<file path="src/rtl/sortof_pkg.sv">
// Shared sortof constants, assembly state encoding and word metadata.
// Used by the chunk reassembly stage and its output holding register.
package sortof_pkg;

  localparam int CHUNK_SIZE_BITS = 4;
  localparam int NUM_CHUNKS      = 8;
  localparam int DATA_SIZE_BITS  = NUM_CHUNKS * CHUNK_SIZE_BITS;
  localparam int CNT_BITS        = $clog2(NUM_CHUNKS + 1);
  localparam int META_BITS       = CNT_BITS + 1;

  typedef enum logic {
    FILL = 1'b0,
    HELD = 1'b1
  } asm_state_e;

  typedef struct packed {
    logic [CNT_BITS-1:0] count;
    logic                partial;
  } word_meta_t;

endpackage

</file>
<file path="src/rtl/out_word_reg.sv">
// One-entry valid/ready holding register.
// A load on the same edge as a drain keeps valid high and takes the new word.
module out_word_reg #(
  parameter int W = 8
) (
  input  logic         clk,
  input  logic         reset_n,
  input  logic         load,
  input  logic [W-1:0] load_data,
  input  logic         drain,
  output logic         valid,
  output logic [W-1:0] data
);

  always_ff @(posedge clk or negedge reset_n) begin
    if (!reset_n) begin
      valid <= 1'b0;
      data  <= '0;
    end else if (load) begin
      valid <= 1'b1;
      data  <= load_data;
    end else if (drain && valid) begin
      valid <= 1'b0;
    end
  end

endmodule

</file>
<file path="src/rtl/in_chunks.sv">
// Reassembles a stream of chunks into full-width words for the sorter core.
// Assembly register (p0) feeds an output holding register (p1) so assembly overlaps drain.
module in_chunks
  import sortof_pkg::*;
(
  input  logic                       clk,
  input  logic                       reset_n,
  input  logic                       in_valid,
  input  logic [CHUNK_SIZE_BITS-1:0] in_bits,
  input  logic                       in_last,
  output logic                       in_ready,
  output logic                       word_valid,
  input  logic                       word_ready,
  output logic [DATA_SIZE_BITS-1:0]  word_data,
  output logic [CNT_BITS-1:0]        word_count,
  output logic                       word_partial
);

  localparam logic [CNT_BITS-1:0] LAST_IDX = CNT_BITS'(NUM_CHUNKS - 1);
  localparam int                  OUT_W    = DATA_SIZE_BITS + META_BITS;

  asm_state_e                state_q, state_d;
  logic [CNT_BITS-1:0]       idx_p0;
  logic [DATA_SIZE_BITS-1:0] asm_data_p0;
  word_meta_t                asm_meta_p0;

  logic                      accept;
  logic                      close;
  logic                      out_free;
  logic                      load;
  logic [DATA_SIZE_BITS-1:0] asm_next;
  word_meta_t                new_meta;
  logic [OUT_W-1:0]          load_word;
  logic [OUT_W-1:0]          out_word;
  word_meta_t                out_meta;

  always_comb begin
    in_ready = (state_q == FILL);
    accept   = in_valid && in_ready;
    close    = accept && (in_last || (idx_p0 == LAST_IDX));
    out_free = !word_valid || word_ready;

    // Index 0 starts a fresh word so unfilled upper chunks of a short word read as zero.
    asm_next = (idx_p0 == '0) ? '0 : asm_data_p0;
    for (int k = 0; k < NUM_CHUNKS; k++) begin
      if (int'(idx_p0) == k) asm_next[k*CHUNK_SIZE_BITS +: CHUNK_SIZE_BITS] = in_bits;
    end

    new_meta.count   = idx_p0 + CNT_BITS'(1);
    new_meta.partial = (idx_p0 != LAST_IDX);

    state_d   = state_q;
    load      = 1'b0;
    load_word = {asm_data_p0, asm_meta_p0};
    case (state_q)
      FILL: begin
        if (close) begin
          if (out_free) begin
            load      = 1'b1;
            load_word = {asm_next, new_meta};
          end else begin
            state_d = HELD;
          end
        end
      end
      HELD: begin
        if (word_ready && word_valid) begin
          load    = 1'b1;
          state_d = FILL;
        end
      end
      default: state_d = FILL;
    endcase
  end

  always_ff @(posedge clk or negedge reset_n) begin
    if (!reset_n) state_q <= FILL;
    else          state_q <= state_d;
  end

  // p0: assembly register
  always_ff @(posedge clk or negedge reset_n) begin
    if (!reset_n) begin
      idx_p0      <= '0;
      asm_data_p0 <= '0;
      asm_meta_p0 <= '0;
    end else if (accept) begin
      asm_data_p0 <= asm_next;
      idx_p0      <= close ? '0 : idx_p0 + CNT_BITS'(1);
      if (close) asm_meta_p0 <= new_meta;
    end
  end

  // p1: output holding register
  out_word_reg #(
    .W (OUT_W)
  ) u_out_word_reg (
    .clk       (clk),
    .reset_n   (reset_n),
    .load      (load),
    .load_data (load_word),
    .drain     (word_ready),
    .valid     (word_valid),
    .data      (out_word)
  );

  assign {word_data, out_meta} = out_word;
  assign word_count            = out_meta.count;
  assign word_partial          = out_meta.partial;

endmodule

</file>
<file path="config.mk">
export PLATFORM = sky130hd
export DESIGN_NAME = in_chunks
export DESIGN_NICKNAME = d
export VERILOG_FILES = /design/src/rtl/sortof_pkg.sv /design/src/rtl/out_word_reg.sv /design/src/rtl/in_chunks.sv
export SDC_FILE = /design/constraint.sdc
export NUM_CORES = 1
export LEC_CHECK = 0
export ABC_CLOCK_PERIOD_IN_PS = 2860
export BUFFER_PORTS_ARGS = -buffer_cell sky130_fd_sc_hd__clkbuf_2
export CAP_MARGIN = 15
export CORE_MARGIN = 2
export CORE_UTILIZATION = 40
export DETAILED_ROUTE_END_ITERATION = 6
export PLACE_DENSITY = 0.69
export SYNTH_ARGS = -nofsm -noshare
export SYNTH_HDL_FRONTEND = slang
export SYNTH_SLANG_ARGS = --single-unit
</file>
<file path="constraint.sdc">
create_clock -name clk -period 2.86 [get_ports clk]
set_input_delay 0.429 -clock clk [delete_from_list [all_inputs] [get_ports clk]]
set_output_delay 0.429 -clock clk [all_outputs]
set_load 0.01 [all_outputs]
</file>
==> results of run 1 <==
logic make-up (layout without fill, tap and decap cells):
group / after synthesis / in the layout / synth area share (%)
simple gates: 113 / 113 / 12.57
mux: 46 / 46 / 12.79
fa+ha+maj: 4 / 4 / 1.273
xor+xnor: 2 / 2 / 0.4455
buf+inv: 32 / 76 / 4.072
compound gates: 119 / 119 / 17.94
flops: 80 / 80 / 50.91
synthesized netlist by cell type, types with 3 or more instances:
cell       n
a22o_1     8
ha_1       4
nor2_1     4
clkbuf_1  11
mux2i_1   12
a32oi_1   12
nor2b_1   12
buf_6      3
buf_2     10
dfrtp_1   80
a31oi_1    6
inv_1      5
mux2_2    34
o22ai_1    4
and2_1     3
o21ai_0   64
a21oi_1   12
nand2b_1   5
nand3_1    7
nand2_1   79
o21ai_1    7
through the flow:
step                setup slack (ns)  hold WS (ns)
global route                  0.6594        0.3249
global placement              0.9205        0.4744
finish                        0.8077        0.2379
floorplan                      1.204        0.1334
detailed placement            0.8129        0.4848
CTS                           0.8068        0.2826
metal layers:
layer | global-route usage, % | wire length, um | up-vias
met5 | 0 | 0 | -
met4 | 5.162 | 107 | 0
met3 | 4.068 | 325 | 11
met2 | 28.47 | 4173 | 56
met1 | 25.15 | 4249 | 1449
li1 | - | - | 1474
worst paths after layout:
path | to | slack, ns
worst max-delay path | u_out_word_reg.data[8] | 0.81
worst max register to register | u_out_word_reg.data[8] | 0.81
max in group asynchronous | u_out_word_reg.data[24] | 1.98
min in group clk | state_q | 0.36
worst min register to register | asm_meta_p0[4] | 0.50
worst min-delay path | u_out_word_reg.data[0] | 0.24
worst max-delay path, delay by kind of cell, from the launching register on:
| kind | cells | cell delay (ns) |
|---|---|---|
| mux | 1 | 0.24 |
| flops | 1 | 0.45 |
| compound gates | 1 | 0.20 |
| fa+ha+maj | 1 | 0.36 |
| buf+inv | 1 | 0.37 |
| simple gates | 1 | 0.35 |
power by group through the flow:
stage | clock network [mW] | logic [mW] | registers, mW
after global routing | 0.914 | 1.38 | 1.68
after global placement | 0 | 1.20 | 1.64
final | 0.852 | 1.23 | 1.64
after detailed placement | 0 | 1.23 | 1.66
after floorplan | 0 | 0.801 | 1.66
after CTS | 0.877 | 1.24 | 1.64
cell type report:
class	count	area (um2)	area share [%]
clock buffer	14	162.7	3.639
clock inverter	2	37.54	0.8399
inverter	5	18.77	0.4199
multi-input combinational	284	1784	39.92
sequential	80	2002	44.79
tap	133	166.4	3.723
timing repair buffer	55	297.8	6.663
registers in the layout, summed over array words and instances (netlist names):
signal	flops
asm_data_p0	32
idx_p0	4
state_q	1
u_out_word_reg.data	37
u_out_word_reg.valid	1
asm_meta_p0	5
==> qor.yml, run 1 <==
status: "finished, final reports clean"
powerDensity_nw_per_um2: 831.2
clock-sinks: 80
place.gp.congestion: 0.7564
internal_power_mw: 2.368
period_share_pct: 71.76
dieHeight_um: 103.2
drive_above_1_share_pct: 24.09
nFillCells: 965
ys_async_sr_fraction_pct: 100.0
max-cap-violations: 0
rsz0062_at_grt: "false"
wl_um: 8856
drt_pass1_iterations: 5
p_sw_mw: 1.347
timing.fmax_mhz: 487.3
synth_edf_count: 0
dp_cells: 557
power_frac_comb_pct: 33.0
clkLatencyLatePin_ns: 0.35
regToRegStartpoint: "idx_p0[0]"
finalNonFillerCells: 573
startpoint: "idx_p0[0]"
grt_use_total_pct: 18.06
post_cts_buffers: 0
drt_iter0_drc: 187
setup_viol: 0
grt_overflow: 0
synth_top_area_share_pct: 50.91
layout.nets: 448
via_per_inst: 5.218
tightest_slew_ns: 1.001
slowest_stage: "dfrtp_1"
rr_worst_depth: 5
critPathLaunchType: "flop"
start_util_pct: 40.80
skew_ns: 0.003998
hpwl_um: 5678
required_ns: 3.13
cts_resized: 0
yosysUniqueCellTypes: 35
post-route-util_pct: 46.37
ys_warn_count: 0
die_w_um: 103.2
ir_worst_vdd_uv: 259.7
drc: 0
worstPathCellList: "ha_1, and3b_1, o211ai_4, buf_4, mux2i_1"
cts_tree: "yes"
syn-instance-count: 396
design.core.area_um2: 9639
clkTransAtPathRegs_ns: 0.08
ys_top_cells_by_area: "dfrtp_1, mux2_2, o21ai_0, nand2_1, mux2i_1"
tns_ns: 0
final_common_cell: "dfrtp_1"
hp-class: "in -> async"
final_cell_mix: "dfrtp_1, nand2_1, o21ai_0"
seq_area_frac_synth_pct: 50.91
io_pins: 48
critPathKind: "reg -> reg"
port_buffers: 47
cts_root_buffer: "clkbuf_8"
final_max_slew_viol_count: 0
slew_headroom_pct: 33.23
swShare_pct: 36.27
wl_per_cell_um: 15.46
rows: 36
syn2layout_area_growth_pct: 13.65
grt_max_degree: 81
cts_max_level: 3
placed_area_um2: 4269
crit_fanout: 36
antenna_found_initial: 0
grt_pass1_vias: 2888
grt_pass1_wl_um: 14640
cts.path.max_buffers: 2
ys_ff_latch: 80
synthFlopType: "dfrtp_1"
num_antenna_cells: 0
syn_area_per_cell_um2: 9.931
arrival_ns: 2.33
antenna_left: 0
die_area_um2: 10640
p_clk_share_pct: 22.9
syn_area_um2: 3933
design_power_total_mw: 3.715
leakagePower_nw: 2.073
route.vias.total: 2990
cts_buffers: 9
hold_buffers: 0
endpoint_kind: "flop"
pwr-share-seq_pct: 44.0
yosys.area.top_type: "dfrtp_1"
design_area_um2: 4469
critPathMaxStageDelay_ns: 0.45
finalHoldViolCount: 0
synth_nets: 409
period_needed_ns: 2.052
(Power assumes the default switching activity.)
==> run 2: changes to the inputs <==
ABC_CLOCK_PERIOD_IN_PS = 1900   (was 2860)
clock period = 1.9 ns   (was 2.86 ns; I/O delays follow)
==> run 2 against run 1 <==
Cell count grew 2.1%. Highest routed layer unchanged. Power grew 58%. Wire length grew 2.9%. Clock power grew 63%. Global-route usage grew 0.60 points. Largest power group unchanged. Worst hold slack lost 0.0058 ns. Largest cell class unchanged. Register-to-register slack lost 0.68 ns.
==> qor.yml, run 2 (synthesis results as in run 1) <==
status: "finished, final reports clean"
finalNonFillerCells: 585  # +2.1%
cts_max_level: 3  # unchanged
io_pins: 48  # unchanged
arrival_ns: 2.03  # -0.30 ns
whs_path_depth: 3
r2r_slack_ns: 0.13  # -0.68 ns
timing.fmax_mhz: 565.5  # +16%
drt_iter0_drc: 267  # +43%
wl_um: 9114  # +2.9%
grt_use_total_pct: 18.66  # +0.60 points
final_cell_mix: "dfrtp_1, nand2_1, o21ai_0"
grt_pass1_wl_um: 15250  # +4.2%
rr_worst_depth: 5  # unchanged
endpoint_kind: "flop"
clock-sinks: 80  # unchanged
power_frac_comb_pct: 34.4  # +1.4 points
route.vias.total: 3126  # +4.5%
p_sw_mw: 2.063  # +53%
period_needed_ns: 1.768  # -0.2840 ns
grt_pass1_vias: 3071  # +6.3%
critPathLaunchType: "flop"
drive_above_1_share_pct: 26.55  # +2.5 points
skew_ns: 0.007052  # +0.003054 ns
hp-start: "in_valid"
port_buffers: 47  # unchanged
num_antenna_cells: 0  # unchanged
internal_power_mw: 3.794  # +60%
leakagePower_nw: 2.178  # +5.1%
setup_viol: 0  # unchanged
largest_reg_flops: 37  # unchanged
antenna_found_initial: 0  # unchanged
top_register: "u_out_word_reg.data"
p_clk_share_pct: 23.7  # +0.8 points
tightest_slew_ns: 0.6059  # -0.3956 ns
final_max_slew_viol_count: 0  # unchanged
grt_overflow: 0  # unchanged
reg_top3: "u_out_word_reg.data (37), asm_data_p0 (32), asm_meta_p0 (5)"
crit_fanout: 7  # -81%
finalHoldViolCount: 0  # unchanged
cts.path.max_buffers: 2  # unchanged
pwr-share-seq_pct: 41.9  # -2.1 points
die_w_um: 103.2  # unchanged
critPathKind: "reg -> reg"
nFillCells: 940  # -2.6%
start_util_pct: 40.80  # unchanged
clkLatencyLatePin_ns: 0.34  # about the same
design.core.area_um2: 9639  # unchanged
wl_per_cell_um: 15.58  # +0.80%
dp_slack_ns: -0.05461  # -0.8675 ns
slew_headroom_pct: 59.61  # +26 points
max-cap-violations: 0  # unchanged
cts_buffers: 9  # unchanged
dieHeight_um: 103.2  # unchanged
setup_ws_ns: 0.1317  # -0.6760 ns
antenna_left: 0  # unchanged
hold-path-endpoint: "state_q"
final_common_cell: "dfrtp_1"
place.gp.congestion: 0.7428  # -1.8%
drt_pass1_iterations: 5  # unchanged
drc: 0  # unchanged
via_per_inst: 5.344  # +2.4%
regToRegStartpoint: "idx_p0[0]"
powerDensity_nw_per_um2: 1262  # +52%
reg2reg_to: "u_out_word_reg.data[12]"
syn2layout_area_growth_pct: 18.07
rsz0062_at_grt: "false"
ir_worst_vdd_uv: 452.8  # +74%
cts_tree: "yes"
swShare_pct: 35.23  # -1.0 points
die_area_um2: 10640  # unchanged
hp-class: "in -> reg"
post_cts_buffers: 0  # unchanged
required_ns: 2.16  # -0.97 ns
cts_root_buffer: "clkbuf_8"
grt_max_degree: 59  # -27%
layout.nets: 461  # +2.9%
dp_cells: 569  # +2.2%
rows: 36  # unchanged
period_share_pct: 93.07  # +21 points
clkTransAtPathRegs_ns: 0.08  # about the same
hpwl_um: 6010  # +5.8%
[run 2: cell types whose count changed in the layout (fill, tap and decap cells not counted), sizes merged]
cell / previous run / this run
buf: 9 / 21
bufinv: 1 / 2
clkbuf: 60 / 58
clkinv: 0 / 1
clkinvlp: 1 / 0
dlygate4sd3: 0 / 1
[run 2: power groups by stage]
stage | clock network, mW | registers (mW) | logic (mW)
6_report | 1.39 | 2.46 | 2.01
5_1_grt | 1.49 | 2.52 | 2.24
4_1_cts | 1.42 | 2.46 | 2.02
3_5_place_dp | 0 | 2.49 | 2.00
3_3_place_gp | 0 | 2.46 | 1.93
2_1_floorplan | 0 | 2.50 | 1.21
[run 2: per-layer routing]
layer	track usage (%)	share of wire, %	up-vias
met5	0	0	-
met4	5.769	1.2	0
met3	3.593	4.4	11
li1	-	-	1507
met2	30.42	49	79
met1	25.32	46	1529
[run 2: repair_timing]
item	CTS	global route
setup endpoints to repair	22	4
endpoints found under the hold margin	42	0
hold buffers	1	0
resized for setup	1	1
[run 2: worst max-delay path by stage]
stage	start	to	slack [ns]	depth (start not counted)
after floorplan	idx_p0[0]	asm_meta_p0[2]	0.24	5
after CTS	idx_p0[0]	u_out_word_reg.data[12]	0.15	5
after detailed placement	idx_p0[1]	asm_data_p0[21]	-0.05	5
after global routing	idx_p0[1]	asm_data_p0[7]	0.02	6
after global placement	idx_p0[1]	asm_data_p0[21]	0.05	5
final	idx_p0[0]	u_out_word_reg.data[12]	0.13	5
[run 2: cell type report]
cell class                      count  area [um2]  share of cell area [%]
Clock buffer                       12       155.1                   3.341
Clock inverter                      3       65.06                   1.401
Inverter                            5       18.77                  0.4042
Multi-Input combinational cell    284        1788                   38.51
Sequential cell                    80        2002                   43.12
Tap cell                          133       166.4                   3.584
Timing Repair Buffer               68       447.9                   9.647
[run 2: worst max-delay path: stages, from the launching register on]
cell	delay, ns
dfrtp_1	0.38
buf_4	0.16
ha_1	0.30
o21ai_0	0.52
a32oi_1	0.15
o21ai_0	0.18
[run 2: through the flow]
stage / cell area (um2) / power (mW) / hold slack (ns) / TNS [ns] / utilization [%]
floorplan: 3933 / 3.709 / -0.01059 / 0 / -
global placement: 4409 / 4.395 / 0.3268 / 0 / 45.74
detailed placement: 4409 / 4.489 / 0.3368 / -0.4254 / 45.74
CTS: 4643 / 5.900 / 0.2277 / 0 / 48.17
global route: 4643 / 6.250 / 0.2533 / 0 / 48.17
finish: 4643 / 5.858 / 0.2321 / 0 / 48.17
